`config.mk`:
```
export PLATFORM = sky130hd
export DESIGN_NAME = memory_access
export DESIGN_NICKNAME = d
export VERILOG_FILES = /design/src/rtl/v850_pkg.sv /design/src/rtl/memory_access_load_aligner.sv /design/src/rtl/memory_access.sv
export SDC_FILE = /design/constraint.sdc
export NUM_CORES = 1
export LEC_CHECK = 0
export ABC_AREA = 1
export BUFFER_PORTS_ARGS = -buffer_cell sky130_fd_sc_hd__buf_2
export CAP_MARGIN = 10
export CELL_PAD_IN_SITES_DETAIL_PLACEMENT = 0
export CELL_PAD_IN_SITES_GLOBAL_PLACEMENT = 1
export CORE_MARGIN = 5
export CORE_UTILIZATION = 36
export CTS_CLUSTER_SIZE = 10
export DETAILED_ROUTE_END_ITERATION = 10
export PLACE_DENSITY = 0.92
export SETUP_SLACK_MARGIN = 0.3
export SLEW_MARGIN = 20
export SYNTH_ARGS = -nofsm -noshare
export SYNTH_HDL_FRONTEND = slang
export SYNTH_HIERARCHICAL = 1
export SYNTH_SLANG_ARGS = --single-unit
```
`constraint.sdc`:
```
create_clock -name clk -period 1.7 [get_ports clk]
set_input_delay 0.255 -clock clk [delete_from_list [all_inputs] [get_ports clk]]
set_output_delay 0.255 -clock clk [all_outputs]
set_load 0.03 [all_outputs]
```
`src/rtl/v850_pkg.sv`:
```
// Shared types and op decode helpers for the V850 memory-access stage.
// Combinational helpers only; no latency.
// No flow control of its own.
package v850_pkg;

    typedef enum logic [3:0] {
        MEM_NONE = 4'd0,
        LD_B     = 4'd1,
        LD_BU    = 4'd2,
        LD_H     = 4'd3,
        LD_HU    = 4'd4,
        LD_W     = 4'd5,
        ST_B     = 4'd6,
        ST_H     = 4'd7,
        ST_W     = 4'd8
    } mem_op_e;

    typedef enum logic [1:0] {
        SZ_NONE,
        SZ_B,
        SZ_H,
        SZ_W
    } mem_size_e;

    typedef enum logic {
        S_IDLE,
        S_ACCESS
    } ma_state_e;

    function automatic logic is_load(input mem_op_e op);
        return (op == LD_B) || (op == LD_BU) || (op == LD_H) ||
               (op == LD_HU) || (op == LD_W);
    endfunction

    function automatic logic is_store(input mem_op_e op);
        return (op == ST_B) || (op == ST_H) || (op == ST_W);
    endfunction

    function automatic mem_size_e op_size(input mem_op_e op);
        case (op)
            LD_B, LD_BU, ST_B: return SZ_B;
            LD_H, LD_HU, ST_H: return SZ_H;
            LD_W, ST_W:        return SZ_W;
            default:           return SZ_NONE;
        endcase
    endfunction

    // Halfwords must sit on even addresses, words on multiples of four.
    function automatic logic is_misaligned(input mem_op_e op, input logic [1:0] a);
        case (op_size(op))
            SZ_H:    return a[0];
            SZ_W:    return a != 2'b00;
            default: return 1'b0;
        endcase
    endfunction

    function automatic logic [3:0] byte_enable(input mem_op_e op, input logic [1:0] a);
        case (op_size(op))
            SZ_B:    return 4'b0001 << a;
            SZ_H:    return 4'b0011 << {a[1], 1'b0};
            SZ_W:    return 4'hF;
            default: return 4'h0;
        endcase
    endfunction

    // Replicate narrow store data so every lane carries it; be selects the live lane.
    function automatic logic [31:0] store_lanes(input mem_op_e op, input logic [31:0] d);
        case (op_size(op))
            SZ_B:    return {4{d[7:0]}};
            SZ_H:    return {2{d[15:0]}};
            default: return d;
        endcase
    endfunction

endpackage

```
`src/rtl/memory_access_load_aligner.sv`:
```
// Shifts the addressed bytes of a read word down to bit 0 and sign/zero-extends them.
// Purely combinational, zero latency.
// No flow control; output follows inputs.
module load_aligner
    import v850_pkg::*;
(
    input  logic [3:0]  op,
    input  logic [1:0]  addr_lo,
    input  logic [31:0] rdata,
    output logic [31:0] data
);

    logic [31:0] shifted;

    assign shifted = rdata >> {addr_lo, 3'b000};

    // Extend the low byte/halfword according to the load flavour; words pass as-is.
    always_comb begin
        data = shifted;
        case (mem_op_e'(op))
            LD_B:    data = {{24{shifted[7]}}, shifted[7:0]};
            LD_BU:   data = {24'h000000, shifted[7:0]};
            LD_H:    data = {{16{shifted[15]}}, shifted[15:0]};
            LD_HU:   data = {16'h0000, shifted[15:0]};
            default: data = shifted;
        endcase
    end

endmodule

```
`src/rtl/memory_access.sv`:
```
// V850 memory-access stage: runs loads/stores on a req/ack bus, forwards results to writeback.
// Latency: non-memory and misaligned ops 1 cycle; bus ops 2 cycles minimum (accept, ack, valid_o).
// Backpressure: ready_o low while a bus access is outstanding; MEM_BUS_TIMEOUT_EN enables abort.
module memory_access
    import v850_pkg::*;
#(
    parameter int TIMEOUT_CYCLES = 255
) (
    input  logic        clk,
    input  logic        rst_n,
    input  logic        valid_i,
    output logic        ready_o,
    input  logic [3:0]  op_i,
    input  logic [31:0] addr_i,
    input  logic [31:0] store_data_i,
    input  logic [31:0] result_i,
    input  logic [31:0] result2_i,
    input  logic [4:0]  destination_i,
    input  logic [4:0]  destination2_i,
    output logic        dmem_req_o,
    output logic        dmem_we_o,
    output logic [3:0]  dmem_be_o,
    output logic [31:0] dmem_addr_o,
    output logic [31:0] dmem_wdata_o,
    input  logic        dmem_ack_i,
    input  logic [31:0] dmem_rdata_i,
    output logic        valid_o,
    output logic [31:0] result_o,
    output logic [31:0] result2_o,
    output logic [4:0]  destination_o,
    output logic [4:0]  destination2_o,
    output logic        misalign_o,
    output logic        timeout_o
);

    ma_state_e   state_q, state_d;
    mem_op_e     op;
    logic        is_mem;
    logic        misaligned;
    logic        start_access;
    logic        expire;
    logic        timeout_q;

    // Context of the outstanding access, needed when the ack returns.
    mem_op_e     op_q;
    logic [1:0]  addr_lo_q;
    logic [31:0] result2_q;
    logic [4:0]  dest_q;
    logic [4:0]  dest2_q;
    logic [31:0] load_data;

    assign op           = mem_op_e'(op_i);
    assign is_mem       = is_load(op) || is_store(op);
    assign misaligned   = is_misaligned(op, addr_i[1:0]);
    assign ready_o      = (state_q == S_IDLE);
    assign start_access = valid_i && ready_o && is_mem && !misaligned;
    assign timeout_o    = timeout_q;

`ifdef MEM_BUS_TIMEOUT_EN
    localparam int CNT_W = $clog2(TIMEOUT_CYCLES + 1);
    logic [CNT_W-1:0] tmo_cnt;

    // Ack on the expiry edge takes priority, so expiry requires no ack.
    assign expire = (state_q == S_ACCESS) && !dmem_ack_i &&
                    (tmo_cnt == CNT_W'(TIMEOUT_CYCLES - 1));

    // Count ACCESS cycles without ack; held at zero while idle so each access starts fresh.
    always_ff @(posedge clk or negedge rst_n) begin
        if (!rst_n) begin
            tmo_cnt <= '0;
        end else if (state_q == S_IDLE) begin
            tmo_cnt <= '0;
        end else if (!dmem_ack_i) begin
            tmo_cnt <= tmo_cnt + CNT_W'(1);
        end
    end
`else
    logic unused_timeout_cfg;
    assign unused_timeout_cfg = (TIMEOUT_CYCLES == 0);
    assign expire             = 1'b0;
`endif

    load_aligner u_load_aligner (
        .op      (op_q),
        .addr_lo (addr_lo_q),
        .rdata   (dmem_rdata_i),
        .data    (load_data)
    );

    // State register.
    always_ff @(posedge clk or negedge rst_n) begin
        if (!rst_n) begin
            state_q <= S_IDLE;
        end else begin
            state_q <= state_d;
        end
    end

    // Next state: enter ACCESS on an aligned bus op, leave on ack or expiry.
    always_comb begin
        state_d = state_q;
        case (state_q)
            S_IDLE:   if (start_access) state_d = S_ACCESS;
            S_ACCESS: if (dmem_ack_i || expire) state_d = S_IDLE;
            default:  state_d = S_IDLE;
        endcase
    end

    // Bus drive, access context and writeback outputs; flags are one-cycle pulses.
    always_ff @(posedge clk or negedge rst_n) begin
        if (!rst_n) begin
            dmem_req_o     <= 1'b0;
            dmem_we_o      <= 1'b0;
            dmem_be_o      <= 4'h0;
            dmem_addr_o    <= 32'h0;
            dmem_wdata_o   <= 32'h0;
            valid_o        <= 1'b0;
            result_o       <= 32'h0;
            result2_o      <= 32'h0;
            destination_o  <= 5'd0;
            destination2_o <= 5'd0;
            misalign_o     <= 1'b0;
            timeout_q      <= 1'b0;
            op_q           <= MEM_NONE;
            addr_lo_q      <= 2'b00;
            result2_q      <= 32'h0;
            dest_q         <= 5'd0;
            dest2_q        <= 5'd0;
        end else begin
            valid_o    <= 1'b0;
            misalign_o <= 1'b0;
            timeout_q  <= 1'b0;
            if (state_q == S_IDLE) begin
                if (valid_i && !is_mem) begin
                    valid_o        <= 1'b1;
                    result_o       <= result_i;
                    result2_o      <= result2_i;
                    destination_o  <= destination_i;
                    destination2_o <= destination2_i;
                end else if (valid_i && misaligned) begin
                    valid_o        <= 1'b1;
                    misalign_o     <= 1'b1;
                    result_o       <= result_i;
                    result2_o      <= result2_i;
                    destination_o  <= 5'd0;
                    destination2_o <= 5'd0;
                end else if (start_access) begin
                    dmem_req_o   <= 1'b1;
                    dmem_we_o    <= is_store(op);
                    dmem_be_o    <= byte_enable(op, addr_i[1:0]);
                    dmem_addr_o  <= {addr_i[31:2], 2'b00};
                    dmem_wdata_o <= store_lanes(op, store_data_i);
                    op_q         <= op;
                    addr_lo_q    <= addr_i[1:0];
                    result2_q    <= result2_i;
                    dest_q       <= destination_i;
                    dest2_q      <= destination2_i;
                end
            end else begin
                if (dmem_ack_i) begin
                    dmem_req_o     <= 1'b0;
                    valid_o        <= 1'b1;
                    result_o       <= is_load(op_q) ? load_data : 32'h0;
                    destination_o  <= is_load(op_q) ? dest_q : 5'd0;
                    result2_o      <= result2_q;
                    destination2_o <= dest2_q;
                end else if (expire) begin
                    dmem_req_o     <= 1'b0;
                    valid_o        <= 1'b1;
                    timeout_q      <= 1'b1;
                    result_o       <= 32'h0;
                    result2_o      <= result2_q;
                    destination_o  <= 5'd0;
                    destination2_o <= 5'd0;
                end
            end
        end
    end

endmodule
```
==> summary.txt <==
Buffers & Inverters on Critical Path: 9
# port buffers: 322
mux share of post-synthesis cell area: 0%
fin. max-slew vios: 0
pin slew with the least headroom to its limit: 535.9 ps
DR pass1 iterations: 5
failing checks: setup timing
Post-Synth Adder-Cell Area: 1.010%
delay of the slowest cell on the worst path: 180 ps
Largest delay share family, worst path: buffers and inverters
grt met3 use: 7.024%
Post-Synth XOR/XNOR Area: 0%
vias per cell: 5.095
count of final setup violators: 183
Worst setup EP type: register
cell mode on critical path: buf_12
fin crit share: 108.7%
Worst-path clk slew: 80 ps
H-tree depth: 4
row cnt: 60
Final GP Congestion: 0.8685
Peak supply drop: 866.5 uV
Final WS setup: -148.0 ps
Final nets: 1927
static leakage: 0.008603 uW
Post-Route WL: 38280 um
syn avg cell area: 7.563 um^2
DRT iter0 DRCs: 665
drt drc: 0
DR WL/cell: 18.26 um
Chip Height: 176.0 um
Die ar.: 0.03096 mm^2
placed cell count: 1962
vias in the first global route: 10706
Max-cap violations: 0
Synth Area in Compound Gates: 10.47%
PwrDens: 1419 mW/mm^2
CTS max path bufs: 2
most area-hungry cell type in the Yosys netlist: dfrtp_1
# fillers: 2318
Worst Path Max Fanout: 6
Min Hold Slack: 26.04 ps
first-pass GRT wire length: 57770 um
sequential area share after synthesis: 48.71%
fmax: 541.1 MHz
Seq cells post-synth: 193
ANT nets after route: 0
Synth area leaders: dfrtp_1 49%, nand2_1 19%, nand3_1 7.6%
count of cell types in the netlist: 27
GRT overflow: 0
Non-Filler Instances: 2096
GRT Max-Usage Layer: met2
pre-CTS setup slack: -547.5 ps
I/O pins: 326
share of cells above drive strength 1: 45.35%
Max stage delay cell, worst path: a21oi_4
post-route minimum period: 1848 ps
Synth Cell Area: 0.009915 mm^2
Tot GR Track Use: 23.47%
Post-Synth Simple-Gate Area: 29.23%
Final Util: 59.10%
CTS buffer count: 17
DP HPWL: 23990 um
arrival time worst endpoint: 2180 ps
RSZ-0062 raised after global routing: yes
GR Layer Usage met2: 39.36%
met1 usage: 29.23%
cells after synthesis: 1311
sequence of cells on the critical path: buf_12, inv_12, ha_4, nand2_4, nor2_4, a21oi_4, inv_2, ha_4, inv_2, o21ai_2, nor2_1, buf_4, nand2_8, buf_12, buf_12, buf_12, buf_16, nand2_1, nand2_1
Area Growth Syn to Fin: 61.09%
clk_lat worst skew: 440 ps
endpoints failing hold: 0
crit path kind: primary input to register
Hold Crit Class: primary input to register
Slew headroom: 64.27%
largest family of logic cells by synthesized area: simple AND/OR/NAND/NOR gates
vias: 10679
Die W: 176.0 um
largest net degree at the start of global routing: 61
Fin Clk Skew: 19.07 ps
Core ar.: 0.02703 mm^2
status: complete, but fails checks
Root Driver: clkbuf_16
YS warnings: 6
share of the synthesized area in the top cell type: 48.71%
clock sink count: 193
Initial Utilization: 36.69%
CTS tree: done
initial antenna violation count: 8
Setup crit start kind: primary input
Req. time, crit path: 2030 ps
-- synthesized netlist by cell type, drive strengths merged --
cell type and count:
buf 63, clkbuf 22, dfrtp 193, nand2 501, nand3 152, a21oi 33
nor2 42, nor3 4, o21ai 164, conb 1, ha 8, nand4 1
a22oi 7, inv 118, or2 1, and2 1
-- power breakdown --
group          switching (uW)  total, uW  leakage [uW]  internal (uW)
clock network            2040       4190      0.000298           2150
registers                1270       7420       0.00242           6140
logic                    6820      11100       0.00589           4240
total                   10100      22700       0.00860          12500
-- metrics by stage --
stage	setup TNS, ps	cell area (um^2)	total power, uW
final	-12390	15970	22670
after global routing	-26480	15970	24010
after CTS	-4591	15050	21800
after detailed placement	-86980	12200	15950
after global placement	-78040	12200	15770
after floorplan	-19130	10010	12940
-- path summary, 6_finish.rpt --
kind                            slack [ps]               to            start  cells past startpoint
worst min register to register         470  dmem_addr_o[23]  dmem_addr_o[23]                      2
worst max register to register         -10  dmem_addr_o[23]          state_q                     11
min in group asynchronous              350  dmem_addr_o[10]            rst_n                      2
max in group asynchronous              700      result_o[1]            rst_n                      3
worst min-delay path                    30  dmem_addr_o[17]       addr_i[17]                      3
worst max-delay path                  -150  dmem_addr_o[23]          op_i[1]                     19
-- worst reg2reg max path, stage by stage (launching register included) --
cell and delay [ps]:
dfrtp_2 460, nor2_4 140, inv_2 50, nor2_1 90, buf_4 150, nand2_8 80, buf_12 170, buf_12 140
buf_12 130, buf_16 130, nand2_1 50, nand2_1 40
-- repair_timing --
item,4_1_cts,5_1_grt
gates cloned,35,9
hold endpoints to repair,48,0
setup endpoints to repair,193,193
buffers inserted,43,6
hold buffers,8,0
resized for setup,253,167
pin swaps,28,60
-- cells by family (layout without fill, tap and decap cells) --
family,after synthesis,after routing
AND/OR/NAND/NOR,702,703
AO/OA/AOI/OAI,204,204
buffers and inverters,203,642
flip-flops,193,193
adder cells (fa/ha/maj),8,8
other,1,5
-- layout make-up --
type	count	area (um^2)	share of cell area (%)
sequential	193	4833	30.26
clock buffer	18	439.2	2.750
inverter	118	490.5	3.071
multi-input combinational	918	5200	32.56
timing repair buffer	493	4408	27.60
tap	341	426.7	2.671
clock inverter	13	168.9	1.058
antenna	2	5.005	0.03134
-- placed cells by master (no fill, tap or decap), types with 3 or more instances in the layout --
| cell | Yosys | layout |
|---|---|---|
| nand2_1 | 492 | 323 |
| buf_2 | 24 | 318 |
| dfrtp_1 | 193 | 190 |
| nand3_1 | 151 | 138 |
| nand2_2 | 9 | 111 |
| inv_1 | 111 | 105 |
| nand2_4 | 0 | 65 |
| buf_4 | 18 | 61 |
| o21ai_1 | 57 | 60 |
| o21ai_2 | 0 | 53 |
| o21ai_0 | 107 | 51 |
| buf_12 | 2 | 40 |
| buf_16 | 0 | 34 |
| nor2_1 | 36 | 33 |
| a21oi_1 | 33 | 29 |
| clkbuf_16 | 0 | 25 |
| nand3_2 | 0 | 14 |
| buf_6 | 19 | 14 |
| inv_2 | 5 | 8 |
| dlygate4sd3_1 | 0 | 8 |
| buf_8 | 0 | 7 |
| a22oi_1 | 7 | 7 |
| nor2_4 | 2 | 5 |
| nor3_1 | 4 | 4 |
| nor2_2 | 4 | 4 |
| ha_4 | 0 | 4 |
| ha_1 | 8 | 4 |
| inv_8 | 1 | 4 |
| clkinv_8 | 0 | 4 |
| inv_12 | 0 | 3 |
| conb_1 | 1 | 3 |
| dfrtp_2 | 0 | 3 |
-- flip-flops by register name (all words and copies together) (netlist names) --
register / flops
addr_lo_q: 2
dest2_q: 5
dest_q: 5
destination2_o: 5
destination_o: 5
dmem_addr_o: 30
dmem_be_o: 4
dmem_req_o: 1
dmem_wdata_o: 32
dmem_we_o: 1
misalign_o: 1
op_q: 4
result2_o: 32
result2_q: 32
result_o: 32
state_q: 1
valid_o: 1
-- per-layer routing --
metal | share of wire, % | wire length, um
met1 | 39 | 15060
met4 | 2.8 | 1085
met2 | 49 | 18890
met5 | 0.22 | 83
met3 | 8.3 | 3169
Note: power is estimated with default switching activity, not from simulation.
